===== config.mk =====
export PLATFORM = sky130hd
export DESIGN_NAME = tx_ack_sequencer
export DESIGN_NICKNAME = d
export VERILOG_FILES = /design/src/rtl/tx_ack_pkg.sv /design/src/rtl/tx_ack_sequencer.sv
export SDC_FILE = /design/constraint.sdc
export NUM_CORES = 1
export LEC_CHECK = 0
export ABC_AREA = 1
export CORE_MARGIN = 3
export CORE_UTILIZATION = 43
export CTS_CLUSTER_DIAMETER = 60
export DETAILED_ROUTE_END_ITERATION = 7
export GPL_ROUTABILITY_DRIVEN = 0
export PLACE_DENSITY_LB_ADDON = 0.12
export SYNTH_ARGS = -nofsm -noshare
export SYNTH_HDL_FRONTEND = slang
export SYNTH_SLANG_ARGS = --single-unit

===== constraint.sdc =====
create_clock -name clk -period 1.3 [get_ports clk]
set_input_delay 0.26 -clock clk [delete_from_list [all_inputs] [get_ports clk]]
set_output_delay 0.26 -clock clk [all_outputs]
set_load 0.01 [all_outputs]

===== src/rtl/tx_ack_pkg.sv =====
// tx_ack_pkg: shared state encoding and default timing for tx_ack_sequencer
package tx_ack_pkg;
  typedef enum logic [2:0] {IDLE, DELAY, WAIT_ACK, DONE, ERR} tx_ack_state_e;
  localparam int TX_START_DELAY = 2;
  localparam int TX_ACK_COUNT   = 2;
  localparam int TX_TIMEOUT     = 16;
  localparam int TX_CNT_W       = 4;
endpackage


===== src/rtl/tx_ack_sequencer.sv =====
// tx_ack_sequencer: request -> fixed delay -> N acknowledges -> complete pulse, with timeout and abort
module tx_ack_sequencer
  import tx_ack_pkg::*;
#(
  parameter int START_DELAY = TX_START_DELAY,
  parameter int ACK_COUNT   = TX_ACK_COUNT,
  parameter int TIMEOUT     = TX_TIMEOUT,
  parameter int CNT_W       = TX_CNT_W
) (
  input  logic             clk,
  input  logic             rst_n,
  input  logic             transmitter,
  input  logic             receiver,
  input  logic             abort,
  output logic             complete,
  output logic             busy,
  output logic             timeout_err,
  output logic [CNT_W-1:0] ack_cnt
);
  localparam int DW = START_DELAY > 1 ? $clog2(START_DELAY) : 1;
  localparam int WW = TIMEOUT > 1 ? $clog2(TIMEOUT) : 1;
  tx_ack_state_e    state;
  logic [DW-1:0]    dly_cnt;
  logic [WW-1:0]    wait_cnt;
  logic [CNT_W-1:0] ack_inc;
  logic             final_ack;
  logic             tmo_hit;
  assign ack_inc   = ack_cnt + CNT_W'(1);
  assign final_ack = receiver && (ack_inc == CNT_W'(ACK_COUNT));
  assign tmo_hit   = (TIMEOUT != 0) && (wait_cnt == WW'(TIMEOUT - 1));
  always_ff @(posedge clk) begin
    if (!rst_n) begin
      state       <= IDLE;
      complete    <= 1'b0;
      busy        <= 1'b0;
      timeout_err <= 1'b0;
      ack_cnt     <= '0;
      dly_cnt     <= '0;
      wait_cnt    <= '0;
    end else begin
      complete    <= 1'b0;
      timeout_err <= 1'b0;
      case (state)
        IDLE: if (transmitter) begin
          ack_cnt  <= '0;
          wait_cnt <= '0;
          dly_cnt  <= DW'(START_DELAY - 1);
          state    <= START_DELAY == 1 ? WAIT_ACK : DELAY;
          busy     <= 1'b1;
        end
        DELAY: if (abort) begin
          state <= IDLE;
          busy  <= 1'b0;
        end else begin
          dly_cnt <= dly_cnt - DW'(1);
          if (dly_cnt == DW'(1)) state <= WAIT_ACK;
        end
        WAIT_ACK: if (abort) begin
          state <= IDLE;
          busy  <= 1'b0;
        end else begin
          wait_cnt <= wait_cnt + WW'(1);
          if (receiver) ack_cnt <= ack_inc;
          // the final acknowledge beats a timeout landing on the same edge
          if (final_ack) begin
            state    <= DONE;
            complete <= 1'b1;
          end else if (tmo_hit) begin
            state       <= ERR;
            timeout_err <= 1'b1;
          end
        end
        DONE, ERR: begin
          state <= IDLE;
          busy  <= 1'b0;
        end
        default: begin
          state <= IDLE;
          busy  <= 1'b0;
        end
      endcase
    end
  end
endmodule

* After elaboration in Yosys (flattened, before gate mapping) *
Cells that the tools add are included.
Widths: inputs -> output; s select.

storage, ports and cells
  flip-flop bits (word level) = 15
  latch bits = 0
  bits in writable memories = 0
  ROM bits = 0
  logic and storage cells = 55
  memories = 0

cells by class
  add/sub/neg operators = 3
  multipliers = 0
  divide/modulo/power cells = 0
  magnitude comparators = 0
  equal/unequal tests = 11
  shifts and indexed selects = 0
  mux-type cells = 20
  bitwise operators = 2
  reduce and logical (&&, ||, !) cells = 12

operators by type and width
  kind                 count
  $mux 3               6
  $mux 4               4
  $pmux 4 s2           2
  $pmux 3 s3           1
  $reduce_and 3->1     3
  $add 4x1->4 const B  2
  $ne 2x2->1 const B   4
  $mux 1               5
  $eq 4x2->1 const B   1
  $eq 4x4->1 const B   1
  $ne 4x4->1 const B   1
  $pmux 1 s2           2
  $reduce_and 4->1     1
  $reduce_bool 2->1    2
  $reduce_or 4->1      1
  $eq 3x1->1 const B   1
  $eq 3x2->1 const B   1
  $logic_not 3->1      1
  $ne 3x3->1 const B   1
  $reduce_or 3->1      1
  $ne 2x1->1 const B   1
  $not 1->1            2
  $reduce_and 2->1     1
  $reduce_or 2->1      1
  2 further kinds      2

* Longest topological paths before layout *
Gate-level depths: netlist of the first run.

  depth in word-level cells = 6
  depth in mapped cells = 10
  depth with buffers taken out = 10

* Least setup slack after synthesis of the first run *
OpenSTA, ideal clock, no wires.

  path type = register to register
  start point = register ack_cnt[0]
  end point = register state[0]
  library setup time = 0.112 ns
  data arrival time = 1.241 ns
  required time = 1.188 ns
  slack = -0.053 ns
  cell stages (with the launch flop) = 11
  clock period less this slack = 1.353 ns
  cells stage by stage = dfxtp_1 ha_1 inv_1 nand2_1 nand2_1 nor2_1 nand2_1 nand2_2 nand2_2 nor2_1 nor2_2

on the way
  cells in the longest elaborated chain, start to end = 6
  elaborated cells between the ends (all ways) = 8
  those cells by class = 1 x add/sub; 2 x eq/ne; 3 x mux; 2 x reduce/logical

ends and longest elaborated chain
  item                      RTL line                source
  start: declaration        tx_ack_sequencer.sv:18  output logic [CNT_W-1:0] ack_cnt
  start signal: assignment  tx_ack_sequencer.sv:63  if (receiver) ack_cnt <= ack_inc;
  $add 4x1->4 *             tx_ack_sequencer.sv:28  assign ack_inc = ack_cnt + CNT_W'(1);
  $eq 4x2->1 *              tx_ack_sequencer.sv:29  assign final_ack = receiver && (ack_inc == CNT_W'(ACK_COUNT));
  $logic_and 1x1->1 *       tx_ack_sequencer.sv:29
  $mux 3                    tx_ack_sequencer.sv:65  if (final_ack) begin
  $mux 3                    tx_ack_sequencer.sv:58  WAIT_ACK: if (abort) begin
  $pmux 3 s3                tx_ack_sequencer.sv:43  case (state)
  end signal: assignment    tx_ack_sequencer.sv:48  state <= START_DELAY == 1 ? WAIT_ACK : DELAY;
  end: declaration          tx_ack_sequencer.sv:22  tx_ack_state_e state;

Every way passes the cells marked *; elsewhere a longest branch is shown, timed or not.
A chain may end at the register's enable or synchronous reset.

* Final worst setup path of the first run *
  start point = register ack_cnt[0]
  end point = register state[1]

The elaborated chain is that of the path after synthesis.

==> flow_metrics.tcl, run 1 <==
set metrics [dict create \
    final_area_um2 1140 \
    antenna_cells 0 \
    tightest_slew_ns 0.285 \
    n_fill_cell 176 \
    power_leakage_nw 0.507 \
    drt_pass1_iterations 4 \
    timing.slew.headroom_pct 81.0 \
    coreArea_um2 1780 \
    period_share_pct 98.0 \
    yosysTopAreaCell "dfxtp_1" \
    min_period_ns 1.27 \
    route.detailed.drc 0 \
    avgViaCountPerCell 4.86 \
    slowest_delay_ns 0.37 \
    slowest_stage "dfxtp_4" \
    finalSetupTns_ns 0 \
    finalHoldViolCount 0 \
    hold_class "flop to flop" \
    cts_tree "built" \
    crit_path_end_kind "flop" \
    crit_path_max_fanout 4 \
    ys_ff_latch 15 \
    dr.first_iter.drc_count 16 \
    clockRootBuffer "clkbuf_4" \
    fin_skew_ns 0.00785 \
    die_w_um 50.0 \
    criticalPathCategory "flop to flop" \
    path_cells "ha_4, nand2_2, nand2_2, nor2_4, nand2_2, nand2_2, nand2_4, nor2_4, nor2_2" \
    yosysSeqAreaShare_pct 36.1 \
    finalSetupViolCount 0 \
    ant_nets 0 \
    synth_cell_type_count 20 \
    slew_violations 0 \
    finalNetCount 150 \
    synth.most_common_cell "nand2_1" \
    holdWs_ns 0.467 \
    grt_overflow 0 \
    r2r_setup_slack_ns 0.03 \
    cts.sinks 15 \
    synth_cells 117 \
    initial_core_util_pct 46.6 \
    finalNonFillerCells 166 \
    ioPinCount 12 \
    yosysWarnings 0 \
    path_clk_slew_ns 0.09 \
    dpl-instance-area_um2 1030 \
    hold_depth 2 \
    synth_edf_count 0 \
    seq_area_um2 310 \
    rsz0062_at_grt "yes" \
    max_cap_viol_count 0 \
    portBuffers 11 \
    post-dp-hpwl_um 1360 \
    crit_top_cell "nand2_2" \
    grt_pass1_wl_um 2970 \
    row_count 15 \
    cp-endpoint "state[1]$_SDFFE_PN0P_" \
    synth_nets 125 \
    rr_endpoint "state[1]$_SDFFE_PN0P_" \
    cts_made_buffers 3 \
    netlist_top_cells_count "31 x nand2_1, 15 x dfxtp_1, 13 x nor2_1, 12 x inv_1, 10 x nand3_1" \
    status "complete, no violations" \
    crit_arrival_ns 1.46 \
    area_growth_pct 37.5 \
    cp-startpoint "ack_cnt[0]$_SDFFE_PN0P_" \
    reg2regPathDepth 9 \
    cts_buffer_depth 2 \
    fmax_mhz 785 \
    avgRoutedWirePerCell_um 11.2 \
    crit_required_ns 1.49 \
    worstHoldStart "busy$_SDFFE_PN0P_" \
    r2r-start "ack_cnt[0]$_SDFFE_PN0P_" \
    postCtsHoldBufs 0 \
    grt_max_degree 9 \
    via_count 807 \
    h-tree-depth 1 \
    worstSkewPairLatency_ns 0.28 \
    antenna_found_initial 0 \
    placed_cells 161 \
    drive_above_1_share_pct 31.9 \
    p_per_area_nw_per_um2 1160 \
    track_usage_pct 15.6 \
    synth.avg_cell_area_um2 7.10 \
    grt_pass1_vias 728 \
    die_h_um 50.0 \
    wirelength_um 1870 \
    peakVddDrop_mv 0.788 \
    synthArstFlopShare_pct 0 \
    synth_top_area_share_pct 36.1 \
    p_total_mw 1.32 \
    syn_area_um2 831 \
    multiInputGateArea_um2 553 \
    die_area_um2 2500 \
    crit_path_start_kind "flop" \
    ys.flop_type "dfxtp_1" \
    synth_area_leaders "dfxtp_1 36%, nand2_1 14%, nand3_1 6.0%" \
]
area by class of cell:
class                   count  area share, %
clock buffers               4           2.30
inverters                  14           4.60
multi-input cells          88           48.4
flip-flops and latches     15           27.2
well taps                  25           2.74
repair buffers             20           14.8
power breakdown:
| part | total (mW) | internal, mW | switching [mW] | leakage, nW |
|---|---|---|---|---|
| clock network | 0.267 | 0.119 | 0.148 | 0.0150 |
| registers | 0.545 | 0.504 | 0.0411 | 0.125 |
| logic | 0.513 | 0.199 | 0.314 | 0.368 |
| total | 1.32 | 0.822 | 0.503 | 0.507 |
worst min path at each step:
| stage | to | slack (ns) |
|---|---|---|
| 6_report | busy$_SDFFE_PN0P_ | 0.47 |
| 5_1_grt | busy$_SDFFE_PN0P_ | 0.48 |
| 3_5_place_dp | busy$_SDFFE_PN0P_ | 0.46 |
| 2_1_floorplan | dly_cnt$_SDFFE_PN0P_ | 0.38 |
| 3_3_place_gp | busy$_SDFFE_PN0P_ | 0.46 |
| 4_1_cts | busy$_SDFFE_PN0P_ | 0.47 |
placed cells by master (no fill, tap or decap), drive strengths merged:
master,Yosys,routed
a21oi,9,9
and3,2,2
buf,0,9
clkbuf,0,4
clkdlybuf4s50,0,4
dfxtp,15,15
dlygate4sd2,0,7
ha,3,3
inv,14,14
nand2,34,34
nand3,12,12
nand3b,2,2
nand4,1,1
nor2,19,19
nor3,3,3
o21ai,3,3
registers in the layout (all words and copies together) (netlist names):
register     cells
complete         1
state            3
timeout_err      1
dly_cnt          1
ack_cnt          4
wait_cnt         4
busy             1
repair_timing:
item                                    in CTS  in global routing
pin swaps                                    0                  9
buffers inserted                             0                  1
gates cloned                                 0                  0
endpoints found under the setup margin      10                  6
gates resized for setup                      9                 22
kinds of logic (layout without fill, tap and decap cells):
logic type / count (synthesis) / in the layout / share of synthesized area, %
AOI/OAI and AO/OA: 12 / 12 / 8.58
and+or+nand+nor: 73 / 73 / 44.4
DFF: 15 / 15 / 36.1
adders and majority gates: 3 / 3 / 4.52
buffers and inverters: 14 / 38 / 6.33
routing by layer:
metal	share of wire, %	GRT usage, %	up-vias
li1	-	-	423
met1	44	19.7	363
met2	51	24.9	17
met3	3.1	3.93	4
met4	1.6	6.91	0
met5	0	0	-
stage by stage:
stage / setup WS [ns] / util (%)
after CTS: -0.0115 / 59.4
after floorplan: 0.0362 / -
after detailed placement: -0.177 / 58.0
final: 0.0260 / 64.1
after global placement: -0.140 / 58.0
after global routing: -0.0687 / 64.1
critical path, delay by kind of cell, from the launching register on:
kind,cells,cell delay (ns)
fa+ha+maj,1,0.16
flops,1,0.37
simple gates,8,0.65
(Power assumes the default switching activity.)
==> run 2, diff against run 1 <==
--- a/config.mk
+++ b/config.mk
@@ -6,6 +6,7 @@
 export NUM_CORES = 1
 export LEC_CHECK = 0
 export ABC_AREA = 1
+export CAP_MARGIN = 20
 export CORE_MARGIN = 3
 export CORE_UTILIZATION = 43
 export CTS_CLUSTER_DIAMETER = 60
==> results of run 2 <==
No change in the layout: final DEF, timing and power equal those of run 1.
==> run 3, diff against run 2 <==
--- a/config.mk
+++ b/config.mk
@@ -12,6 +12,7 @@
 export CTS_CLUSTER_DIAMETER = 60
 export DETAILED_ROUTE_END_ITERATION = 7
 export GPL_ROUTABILITY_DRIVEN = 0
+export GPL_TIMING_DRIVEN = 0
 export PLACE_DENSITY_LB_ADDON = 0.12
 export SYNTH_ARGS = -nofsm -noshare
 export SYNTH_HDL_FRONTEND = slang
==> run 3 against run 2 <==
Effect of this change:
- count of clock-buffer cells in the layout unchanged
- utilization increased by 0.84 points
- clock skew increased by 0.0062 ns
- highest routed layer unchanged
- first-iteration DRC count shrank 44%
- wire length decreased by 1.2%
- sequential share of layout area about the same
- total power grew 0.99%
- fmax shrank 1.4%
- combinational power about the same
- non-clock buffer count fell by 3
- clock power up 1%
==> flow_metrics.tcl, run 3 (synthesis gave the netlist of run 1 again) <==
set metrics [dict create \
    antenna_cells 0 \
    die_h_um 50.0 \
    grt_max_degree 9 \
    final_cell_mix "23 x nand2_1, 11 x inv_1, 10 x dfxtp_1, 9 x nor2_1" \
    cp-startpoint "ack_cnt[1]$_SDFFE_PN0P_" \
    power_leakage_nw 0.496 \
    crit_required_ns 1.48 \
    criticalPathCategory "flop to flop" \
    ioPinCount 12 \
    crit_path_end_kind "flop" \
    path_depth 9 \
    h-tree-depth 1 \
    cp-endpoint "state[1]$_SDFFE_PN0P_" \
    hold_depth 2 \
    die_w_um 50.0 \
    min_period_ns 1.29 \
    avgRoutedWirePerCell_um 11.3 \
    dp_slack_ns -0.203 \
    p_total_mw 1.34 \
    crit_arrival_ns 1.47 \
    initial_core_util_pct 46.6 \
    fin_skew_ns 0.0141 \
    period_share_pct 99.4 \
    avgViaCountPerCell 4.88 \
    via_count 795 \
    status "complete, no violations" \
    p_per_area_nw_per_um2 1160 \
    ant_nets 0 \
    path_cells "inv_1, ha_1, nand2_1, nor2_4, buf_4, nand3_4, nand2_2, nor2_4, nor2_2" \
    crit_path_start_kind "flop" \
    fin_util_pct 64.9 \
    crit_path_max_fanout 4 \
    slowest_stage "dfxtp_4" \
    post-dp-hpwl_um 1230 \
    tightest_slew_ns 0.277 \
    portBuffers 11 \
    antenna_found_initial 0 \
    rr_endpoint "state[1]$_SDFFE_PN0P_" \
    r2r_setup_slack_ns 0.008 \
    finalSetupViolCount 0 \
    slowest_delay_ns 0.38 \
    cts_tree "built" \
    crit_top_cell "nor2_4" \
    n_fill_cell 160 \
    final_common_cell "nand2_1" \
    rsz0062_at_grt "yes" \
    timing.slew.headroom_pct 81.5 \
    placed_cells 153 \
    grt_pass1_vias 714 \
    grt_pass1_wl_um 3150 \
    grt_overflow 0 \
    clockRootBuffer "clkbuf_4" \
    cts_made_buffers 3 \
    drt_pass1_iterations 4 \
    peakVddDrop_mv 0.748 \
    reg_top3 "ack_cnt: 4 flops, wait_cnt: 4 flops, state: 3 flops" \
    finalNetCount 147 \
    wirelength_um 1840 \
    die_area_um2 2500 \
    critical-path-top-delay-family "simple AND/OR/NAND/NOR gates" \
    row_count 15 \
    worstSkewPairLatency_ns 0.29 \
    fmax_mhz 774 \
    cts_buffer_depth 2 \
    slew_violations 0 \
    cp.buffers_inverters 2 \
    coreArea_um2 1780 \
    track_usage_pct 16.8 \
    route.detailed.drc 0 \
    finalNonFillerCells 163 \
    path_clk_slew_ns 0.10 \
    finalHoldViolCount 0 \
    drive_above_1_share_pct 35.5 \
    area_growth_pct 39.3 \
    hold_class "flop to flop" \
    reg2regPathDepth 9 \
    setup_ws_ns 0.00753 \
    r2r-start "ack_cnt[1]$_SDFFE_PN0P_" \
    max_cap_viol_count 0 \
    cts.sinks 15 \
    dr.first_iter.drc_count 9 \
    holdWs_ns 0.461 \
]
run 3: through the flow:
step	instance area [µm²]	setup TNS [ns]
finish	1160	0
global route	1160	-0.237
CTS	1080	-0.00750
detailed placement	975	-2.04
global placement	975	-2.10
floorplan	833	0
run 3: metal layers:
| metal | GRT usage [%] | up-vias | share of wire (%) |
|---|---|---|---|
| met4 | 9.68 | 0 | 2.1 |
| li1 | - | 422 | - |
| met3 | 5.74 | 7 | 3.7 |
| met1 | 20.1 | 351 | 45 |
| met5 | 0 | - | 0 |
| met2 | 26.0 | 15 | 49 |
run 3: tightest hold or removal path, cell delays in order (launching register included):
cell     delay [ns]
dfxtp_1        0.31
nand2_1        0.06
a21oi_1        0.05
run 3: worst min path at each step:
| stage | from | slack [ns] | to |
|---|---|---|---|
| finish | busy$_SDFFE_PN0P_ | 0.46 | busy$_SDFFE_PN0P_ |
| global route | busy$_SDFFE_PN0P_ | 0.49 | busy$_SDFFE_PN0P_ |
| CTS | busy$_SDFFE_PN0P_ | 0.47 | busy$_SDFFE_PN0P_ |
| detailed placement | busy$_SDFFE_PN0P_ | 0.46 | busy$_SDFFE_PN0P_ |
| global placement | busy$_SDFFE_PN0P_ | 0.45 | busy$_SDFFE_PN0P_ |
| floorplan | rst_n | 0.38 | dly_cnt$_SDFFE_PN0P_ |
run 3: report_power, final:
group / leakage [nW] / switching (mW) / internal [mW] / total [mW]
registers: 0.125 / 0.0446 / 0.506 / 0.551
logic: 0.355 / 0.323 / 0.193 / 0.516
clock network: 0.0150 / 0.152 / 0.119 / 0.271
total: 0.496 / 0.520 / 0.819 / 1.34
run 3: layout make-up:
cell class	instances	area [µm²]	area share (%)
multi-input combinational	88	591	51.0
inverter	14	52.6	4.54
clock buffer	4	26.3	2.27
sequential	15	314	27.1
timing repair buffer	17	143	12.3
tap	25	31.3	2.70
run 3: timing repair:
item,in CTS,in global routing
resized for setup,21,22
buffers inserted,6,0
hold buffers,0,0
endpoints found under the hold margin,0,0
pin swaps,7,8
endpoints found under the setup margin,11,12
